===== config.mk =====
export PLATFORM = sky130hd
export DESIGN_NAME = imem_loader
export DESIGN_NICKNAME = d
export VERILOG_FILES = /design/src/rtl/imem_loader.sv
export SDC_FILE = /design/constraint.sdc
export NUM_CORES = 1
export LEC_CHECK = 0
export ABC_AREA = 1
export BUFFER_PORTS_ARGS = -buffer_cell sky130_fd_sc_hd__buf_2
export CAP_MARGIN = 40
export CORE_MARGIN = 1.5
export CORE_UTILIZATION = 45
export DETAILED_ROUTE_END_ITERATION = 8
export PLACE_DENSITY = 0.65
export SKIP_LAST_GASP = 1
export SLEW_MARGIN = 20
export SYNTH_ARGS = -nofsm -noshare
export SYNTH_HDL_FRONTEND = slang
export SYNTH_SLANG_ARGS = --single-unit

===== constraint.sdc =====
create_clock -name clk -period 1.6 [get_ports clk]
set_input_delay 0.08 -clock clk [delete_from_list [all_inputs] [get_ports clk]]
set_output_delay 0.08 -clock clk [all_outputs]
set_load 0.1 [all_outputs]

===== src/rtl/imem_loader.sv =====
// imem_loader: byte-stream program loader feeding the CPU instruction memory.
// Parses frames of the form SYNC, N, N x {hi, lo}, CSUM (XOR of all word bytes),
// writes each assembled 16-bit word to consecutive addresses starting at 0 and
// holds the CPU in reset until a whole frame with a matching checksum is written.
// Ports:
//   clk, reset            clock and synchronous active-high reset
//   in_valid, in_data     incoming byte stream
//   in_ready              loader accepts a byte (always 1, never stalls)
//   mem_we, mem_addr,     one-cycle write strobe, address and {hi,lo} data
//   mem_wdata               towards instr_mem
//   cpu_reset             1 holds the CPU in reset
//   done, error           last frame accepted / rejected
module imem_loader #(
  parameter int unsigned ADDR_W    = 4,
  parameter logic [7:0]  SYNC_BYTE = 8'hA5
) (
  input  logic              clk,
  input  logic              reset,
  input  logic              in_valid,
  input  logic [7:0]        in_data,
  output logic              in_ready,
  output logic              mem_we,
  output logic [ADDR_W-1:0] mem_addr,
  output logic [15:0]       mem_wdata,
  output logic              cpu_reset,
  output logic              done,
  output logic              error
);

  localparam int unsigned DEPTH = 1 << ADDR_W;
  // One extra bit so a count of DEPTH words is representable without wrap.
  localparam int unsigned CNT_W = ADDR_W + 1;

  localparam logic [2:0] S_IDLE  = 3'd0;
  localparam logic [2:0] S_COUNT = 3'd1;
  localparam logic [2:0] S_HI    = 3'd2;
  localparam logic [2:0] S_LO    = 3'd3;
  localparam logic [2:0] S_CSUM  = 3'd4;
  localparam logic [2:0] S_DONE  = 3'd5;
  localparam logic [2:0] S_ERR   = 3'd6;

  logic [2:0]        state_q,     state_d;
  logic [CNT_W-1:0]  n_q,         n_d;
  logic [CNT_W-1:0]  ctr_q,       ctr_d;
  logic [7:0]        csum_q,      csum_d;
  logic [7:0]        hi_q,        hi_d;
  logic              in_ready_q,  in_ready_d;
  logic              mem_we_q,    mem_we_d;
  logic [ADDR_W-1:0] mem_addr_q,  mem_addr_d;
  logic [15:0]       mem_wdata_q, mem_wdata_d;
  logic              cpu_reset_q, cpu_reset_d;
  logic              done_q,      done_d;
  logic              error_q,     error_d;

  logic             xfer;
  logic             n_ok;
  logic [CNT_W-1:0] ctr_inc;

  assign xfer    = in_valid & in_ready_q;
  assign n_ok    = (in_data != 8'd0) && (32'(in_data) <= DEPTH);
  assign ctr_inc = ctr_q + CNT_W'(1);

  // Next-state and registered-output logic; every register holds by default.
  always_comb begin
    state_d     = state_q;
    n_d         = n_q;
    ctr_d       = ctr_q;
    csum_d      = csum_q;
    hi_d        = hi_q;
    in_ready_d  = 1'b1;
    mem_we_d    = 1'b0;
    mem_addr_d  = mem_addr_q;
    mem_wdata_d = mem_wdata_q;
    cpu_reset_d = cpu_reset_q;
    done_d      = done_q;
    error_d     = error_q;

    if (xfer) begin
      case (state_q)
        S_IDLE: begin
          if (in_data == SYNC_BYTE) state_d = S_COUNT;
        end
        S_COUNT: begin
          if (n_ok) begin
            n_d     = CNT_W'(in_data);
            ctr_d   = '0;
            csum_d  = 8'd0;
            state_d = S_HI;
          end else begin
            error_d     = 1'b1;
            done_d      = 1'b0;
            cpu_reset_d = 1'b1;
            state_d     = S_ERR;
          end
        end
        S_HI: begin
          hi_d    = in_data;
          csum_d  = csum_q ^ in_data;
          state_d = S_LO;
        end
        S_LO: begin
          csum_d      = csum_q ^ in_data;
          mem_we_d    = 1'b1;
          mem_addr_d  = ctr_q[ADDR_W-1:0];
          mem_wdata_d = {hi_q, in_data};
          ctr_d       = ctr_inc;
          state_d     = (ctr_inc == n_q) ? S_CSUM : S_HI;
        end
        S_CSUM: begin
          if (in_data == csum_q) begin
            done_d      = 1'b1;
            error_d     = 1'b0;
            cpu_reset_d = 1'b0;
            state_d     = S_DONE;
          end else begin
            done_d      = 1'b0;
            error_d     = 1'b1;
            cpu_reset_d = 1'b1;
            state_d     = S_ERR;
          end
        end
        S_DONE, S_ERR: begin
          // Only a sync byte restarts; it re-holds the CPU and clears status.
          if (in_data == SYNC_BYTE) begin
            cpu_reset_d = 1'b1;
            done_d      = 1'b0;
            error_d     = 1'b0;
            state_d     = S_COUNT;
          end
        end
        default: state_d = S_IDLE;
      endcase
    end
  end

  // State and output registers; reset drops any pending write strobe.
  always_ff @(posedge clk) begin
    if (reset) begin
      state_q     <= S_IDLE;
      n_q         <= '0;
      ctr_q       <= '0;
      csum_q      <= 8'd0;
      hi_q        <= 8'd0;
      in_ready_q  <= 1'b1;
      mem_we_q    <= 1'b0;
      mem_addr_q  <= '0;
      mem_wdata_q <= 16'd0;
      cpu_reset_q <= 1'b1;
      done_q      <= 1'b0;
      error_q     <= 1'b0;
    end else begin
      state_q     <= state_d;
      n_q         <= n_d;
      ctr_q       <= ctr_d;
      csum_q      <= csum_d;
      hi_q        <= hi_d;
      in_ready_q  <= in_ready_d;
      mem_we_q    <= mem_we_d;
      mem_addr_q  <= mem_addr_d;
      mem_wdata_q <= mem_wdata_d;
      cpu_reset_q <= cpu_reset_d;
      done_q      <= done_d;
      error_q     <= error_d;
    end
  end

  assign in_ready  = in_ready_q;
  assign mem_we    = mem_we_q;
  assign mem_addr  = mem_addr_q;
  assign mem_wdata = mem_wdata_q;
  assign cpu_reset = cpu_reset_q;
  assign done      = done_q;
  assign error     = error_q;

endmodule

==> impl_metrics.csv, run 1 <==
group,metric,value,unit
run_status,status,"finished clean",
power_and_ir_drop,power.density,832,nW/um^2
die,start_util,47.3,%
die,dieWidth,77.0,microns
final_layout,drive_gt1_share,17.5,%
global_route,antenna_found_initial,0,
synthesis,muxShareOfSynthArea,0,%
clock_tree,cts_buffers,5,
sta,hold_viol,0,
power_and_ir_drop,sw_frac_of_total,22.6,%
setup_path,arrival,1730,ps
synthesis,seq_area_frac_synth,43.1,%
sta,rsz0062_at_grt,"true",
setup_path,path_class,"reg2reg",
synthesis,syn_area,2460,sq um
clock_tree,postCtsSetupBuffers,0,
route,wl_per_cell,11.9,microns
synthesis,yosysWarnings,0,
die,die_h,77.0,microns
synthesis,syn_nets,359,
setup_path,critPathCaptureType,"flop",
synthesis,synth_ff_type,"dfxtp_1",
clock_tree,cts.htree.levels,2,
power_and_ir_drop,cellLeakagePower,1.26,nW
synthesis,synth_cell_types,27,
power_and_ir_drop,power.total,2.36,mW
die,core_region_area,5200,sq um
final_layout,n_antenna_cell,0,
synthesis,synth_edf_count,0,
job,maxCapViolCount,0,
setup_path,reg2reg_from,"state_q[1]",
setup_path,startpoint,"state_q[1]",
route,dr.pass1.iters,4,
setup_path,startpoint_type,"flop",
place,detailed_place_hpwl,3780,microns
synthesis,yosys.area_share.simple,26.3,%
synthesis,synth_top_area_share,43.1,%
route,wl,5380,microns
synthesis,synth_top_family_by_area,"simple AND/OR/NAND/NOR gates",
power_and_ir_drop,power_frac_comb,5.2,%
power_and_ir_drop,p_switching,0.533,mW
power_and_ir_drop,p_clk_share,38.7,%
clock_tree,cts_tree,"yes",
setup_path,crit_fanout,4,
global_route,grt_max_degree,47,
final_layout,design_area,2830,sq um
sta,finalSetupViolations,0,
clock_tree,hold_buffers,0,
die,dieArea,5930,sq um
synthesis,syn_inst,347,
place,pre_cts_ws,127,ps
clock_tree,cts-root-buf,"clkbuf_8",
synthesis,yosys.area_share.adder,0.508,%
synthesis,synth_area_leaders,"dfxtp_1, a21oi_1, nand2_1, o21ai_0, inv_1",
sta,finClkSkew,6.95,ps
synthesis,synth_top_cell_by_area,"dfxtp_1",
setup_path,critPathRequiredTime,1840,ps
final_layout,fin_util,54.4,%
synthesis,synthXorXnorAreaFrac,0,%
route,drt_iter0_markers,169,
global_route,grt_remaining_overflow,0,
final_layout,layout.nets,393,
route,vias,2227,
hold_path,hp-start,"reset",
sta,report.final.slew_viol_count,0,
global_route,grt_first_pass_wirelength,9230,microns
synthesis,synth_compound_area_share,19.9,%
route,drtAntennaViolNets,0,
place,dp_cells,444,
sta,setup_ws,118,ps
route,vias_per_cell,4.93,
place,io_buffers,34,
synthesis,synthArstFlopShare,0,%
clock_tree,clk_pin_slew,100,ps
power_and_ir_drop,ir_drop,0.000450,V
sta,min_period,1480,ps
clock_tree,cts.sinks,53,
power_and_ir_drop,intPower,1.82,mW
final_layout,final_cells,452,
place,finalWeightedCongestion,0.821,
synthesis,yosys_register_bits,53,
synthesis,syn_area_per_cell,7.10,sq um
hold_path,hp-class,"in2reg",
sta,fmax,675,MHz
global_route,grt.total_usage,19.3,%
clock_tree,ctsResizeCount,0,
die,io_pins,36,
place,place_area,2710,sq um
power_and_ir_drop,p_seq_share,56.0,%
sta,fin_crit_sh,92.6,%
clock_tree,insertion_delay,300,ps
final_layout,syn_to_final_growth,15.0,%
global_route,grt_pass1_vias,1977,
clock_tree,cts.path.max_buffers,2,
route,drc_errors,0,
die,rows,26,
[per-stage QoR]
stage,setup TNS [ps],hold WS [ps]
6_report,0,59.6
5_1_grt,-111,65.8
4_1_cts,0,62.7
3_5_place_dp,0,393
3_3_place_gp,0,388
2_1_floorplan,0,228
[synthesized netlist by cell type (3+ instances only)]
cell type  number
o21ai_0        43
o21ai_1         3
dfxtp_1        53
inv_2           5
nand2_2         4
inv_1          39
nand2_1        67
clkbuf_1        4
nand4_1         8
buf_4           4
nand3_1        16
nor2_1         28
nor2_4          5
a21oi_1        52
[worst max-delay path: stages, from the launching register on]
cell and delay, ps:
dfxtp_1 350, buf_4 160, nor2_1 90, inv_1 80
nor2_1 230, nor2_1 70, nand3_1 120, nand2_2 90
inv_1 70, nand2_1 50, a21oi_1 110
[power groups by stage]
stage          sequential (mW)  clock (mW)  combinational (mW)
2_1_floorplan             1.35           0              0.0737
6_report                  1.32       0.913               0.123
3_5_place_dp              1.35           0               0.122
5_1_grt                   1.32       0.991               0.137
3_3_place_gp              1.35           0               0.121
4_1_cts                   1.32       0.930               0.122
[logic make-up after synthesis]
family                     count (synthesis)
AOI/OAI and AO/OA                         98
DFF                                       53
adders and majority gates                  1
other                                      1
buffers and inverters                     57
and+or+nand+nor                          137
[sequential cells by signal, summed over array words and instances, names as in the netlist]
register	cells
hi_q	8
cpu_reset	1
csum_q	8
ctr_q	5
mem_wdata	16
mem_addr	4
mem_we	1
error	1
state_q	3
done	1
n_q	5
[placed cells by master, fill, tap and decap left out, types with 2 or more instances in the layout]
master	instances
inv_1	39
inv_2	5
a21oi_1	52
o21ai_0	38
nor2_1	28
nor2_4	5
nand4_1	8
buf_2	34
nor3_1	2
buf_4	3
nand3b_1	2
nand3_1	16
dfxtp_1	52
o21ai_1	8
buf_12	2
nand2_1	67
nand2_2	4
clkbuf_8	5
[metal layers]
| layer | share of wire, % | up-vias | wire length, microns | global-route usage, % |
|---|---|---|---|---|
| li1 | - | 1198 | - | - |
| met1 | 52 | 975 | 2800 | 27.7 |
| met2 | 42 | 48 | 2280 | 29.7 |
| met3 | 4.8 | 6 | 257 | 3.21 |
| met4 | 0.93 | 0 | 50 | 5.45 |
| met5 | 0 | - | 0 | 0 |
[path summary, 6_finish.rpt]
check | end | slack (ps) | depth (start not counted)
setup / recovery | state_q[2] | 120 | 10
hold / removal | ctr_q[1] | 60 | 2
setup reg to reg | state_q[2] | 120 | 10
hold reg to reg | mem_wdata[11] | 460 | 2
[area by class of cell]
class / count / area, sq um
clock buffer: 6 / 72.6
sequential: 53 / 1060
clock inverter: 2 / 38.8
multi-input combinational: 237 / 1170
inverter: 45 / 171
timing repair buffer: 39 / 233
fill: 543 / 2370
tap: 70 / 87.6
Note: power is estimated with default switching activity, not from simulation.
==> run 2, diff against run 1 <==
CAP_MARGIN = 10   (was 40)
CELL_PAD_IN_SITES_DETAIL_PLACEMENT = 0   (was unset)
CELL_PAD_IN_SITES_GLOBAL_PLACEMENT = 2   (was unset)
CORE_UTILIZATION = 31   (was 45)
PLACE_DENSITY = unset   (was 0.65)
PLACE_DENSITY_LB_ADDON = 0.1   (was unset)
RECOVER_POWER = 25   (was unset)
==> impl_metrics.csv, run 2 (synthesis results as in run 1) <==
group,metric,value,unit
global_route,grt_first_pass_wirelength,10300,microns
final_layout,fin_util,37.5,%
route,dr.pass1.iters,4,
die,dieArea,8490,sq um
route,drc_errors,0,
die,io_pins,36,
power_and_ir_drop,sw_frac_of_total,25.7,%
hold_path,hold_end,"ctr_q[0]",
setup_path,reg2reg_depth,11,
setup_path,arrival,1700,ps
global_route,grt.total_usage,15.4,%
hold_path,hp-start,"reset",
setup_path,r2r-end,"state_q[2]",
setup_path,crit_fanout,3,
die,rows,32,
route,wl_per_cell,12.9,microns
sta,fmax,689,MHz
global_route,grt_remaining_overflow,0,
setup_path,critPathRequiredTime,1850,ps
sta,max_slew.worst_pin.slew,547,ps
sta,fin_crit_sh,90.7,%
setup_path,reg2reg_slack,150,ps
hold_path,whs_path_depth,2,
place,place_area,2770,sq um
sta,finalSetupViolations,0,
route,drt_iter0_markers,75,
sta,min_period,1450,ps
place,finalWeightedCongestion,0.779,
sta,report.final.slew_viol_count,0,
hold_path,hp-class,"in2reg",
job,maxCapViolCount,0,
clock_tree,insertion_delay,310,ps
final_layout,design_area,2900,sq um
final_layout,final_cells,490,
place,detailed_place_hpwl,4630,microns
final_layout,final_cell_mix,"nand2_1, a21oi_1, dfxtp_1",
final_layout,final.fill_count,852,
sta,finClkSkew,6.17,ps
setup_path,slowest_stage,"dfxtp_4",
clock_tree,clk_pin_slew,100,ps
final_layout,final_common_cell,"nand2_1",
final_layout,largest_reg_flops,16,
setup_path,reg2reg_from,"ctr_q[1]",
run_status,status,"finished clean",
power_and_ir_drop,power.density,778,nW/um^2
setup_path,slowest_delay,360,ps
route,vias,2222,
clock_tree,cts.path.max_buffers,2,
power_and_ir_drop,p_clk_share,35.7,%
power_and_ir_drop,p_switching,0.579,mW
route,wl,6300,microns
global_route,grt_max_degree,40,
die,core_region_area,7730,sq um
die,die_h,92.1,microns
global_route,grt_pass1_vias,1963,
final_layout,n_antenna_cell,0,
power_and_ir_drop,p_seq_share,58.5,%
place,dp_cells,481,
setup_path,startpoint_type,"flop",
power_and_ir_drop,cellLeakagePower,1.25,nW
final_layout,syn_to_final_growth,17.5,%
sta,hold_viol,0,
route,drtAntennaViolNets,0,
setup_path,path_cells,"ha_4, inv_1, nand2_1, nand2_1, nor2_2, nand3_1, nor2_1, nand3_1, nand2_1, nand2_1, a21oi_1",
power_and_ir_drop,ir_drop,0.000311,V
sta,relSlewSlack,63.7,%
setup_path,path_class,"reg2reg",
final_layout,layout.nets,399,
die,dieWidth,92.1,microns
setup_path,critPathCaptureType,"flop",
power_and_ir_drop,intPower,1.67,mW
clock_tree,cts_tree,"yes",
setup_path,path_common_cell,"nand2_1",
global_route,antenna_found_initial,0,
route,vias_per_cell,4.53,
place,io_buffers,34,
clock_tree,cts-root-buf,"clkbuf_8",
clock_tree,cts_buffers,5,
clock_tree,cts.sinks,53,
power_and_ir_drop,power_frac_comb,5.8,%
power_and_ir_drop,power.total,2.25,mW
final_layout,drive_gt1_share,19.6,%
die,start_util,31.9,%
clock_tree,cts.htree.levels,2,
sta,whs,51.8,ps
## run 2: final cells by class
type | count | area, sq um | share of cell area (%)
repair buffers | 45 | 265 | 9.16
multi-input cells | 237 | 1170 | 40.4
well taps | 102 | 128 | 4.41
flip-flops and latches | 53 | 1070 | 36.8
inverters | 45 | 171 | 5.92
clock buffers | 5 | 68.8 | 2.38
clock inverters | 3 | 26.3 | 0.908
## run 2: critical path: cells and delay by family, from the launching register on
| family | cells | cell delay (ps) |
|---|---|---|
| flops | 1 | 360 |
| simple gates | 8 | 600 |
| compound gates | 1 | 110 |
| fa+ha+maj | 1 | 270 |
| buf+inv | 1 | 40 |
## run 2: how the worst max path moves through the flow
stage / startpoint / to / slack [ps] / cells past startpoint
finish: ctr_q[1] / state_q[2] / 150 / 11
global placement: ctr_q[1] / state_q[2] / 70 / 10
global route: ctr_q[1] / state_q[2] / -6 / 11
CTS: ctr_q[1] / state_q[2] / 50 / 10
detailed placement: ctr_q[1] / state_q[2] / 60 / 10
floorplan: ctr_q[0] / state_q[2] / 180 / 10
## run 2: stage by stage
| stage | setup TNS [ps] | setup slack [ps] |
|---|---|---|
| 2_1_floorplan | 0 | 175 |
| 3_5_place_dp | 0 | 64.0 |
| 4_1_cts | 0 | 46.8 |
| 5_1_grt | -6.37 | -6.37 |
| 3_3_place_gp | 0 | 74.2 |
| 6_report | 0 | 150 |
## run 2: power by group through the flow
| stage | clock network [mW] | registers (mW) | logic, mW |
|---|---|---|---|
| 3_5_place_dp | 0 | 1.35 | 0.132 |
| 6_report | 0.804 | 1.32 | 0.131 |
| 5_1_grt | 0.895 | 1.32 | 0.146 |
| 4_1_cts | 0.849 | 1.32 | 0.133 |
| 2_1_floorplan | 0 | 1.35 | 0.0737 |
| 3_3_place_gp | 0 | 1.35 | 0.132 |
## run 2: timing repair
item	CTS	global route
buffers inserted	0	1
hold buffers	0	0
endpoints found under the setup margin	0	2
resized for setup	0	5
## run 2: routing by layer
metal  up-vias  part of all wire (%)  global-route usage (%)
met4         0                  0.73                    3.08
li1       1211                     -                       -
met1       971                    52                    22.6
met5         -                     0                       0
met3         4                   2.8                    2.82
met2        36                    44                    23.5
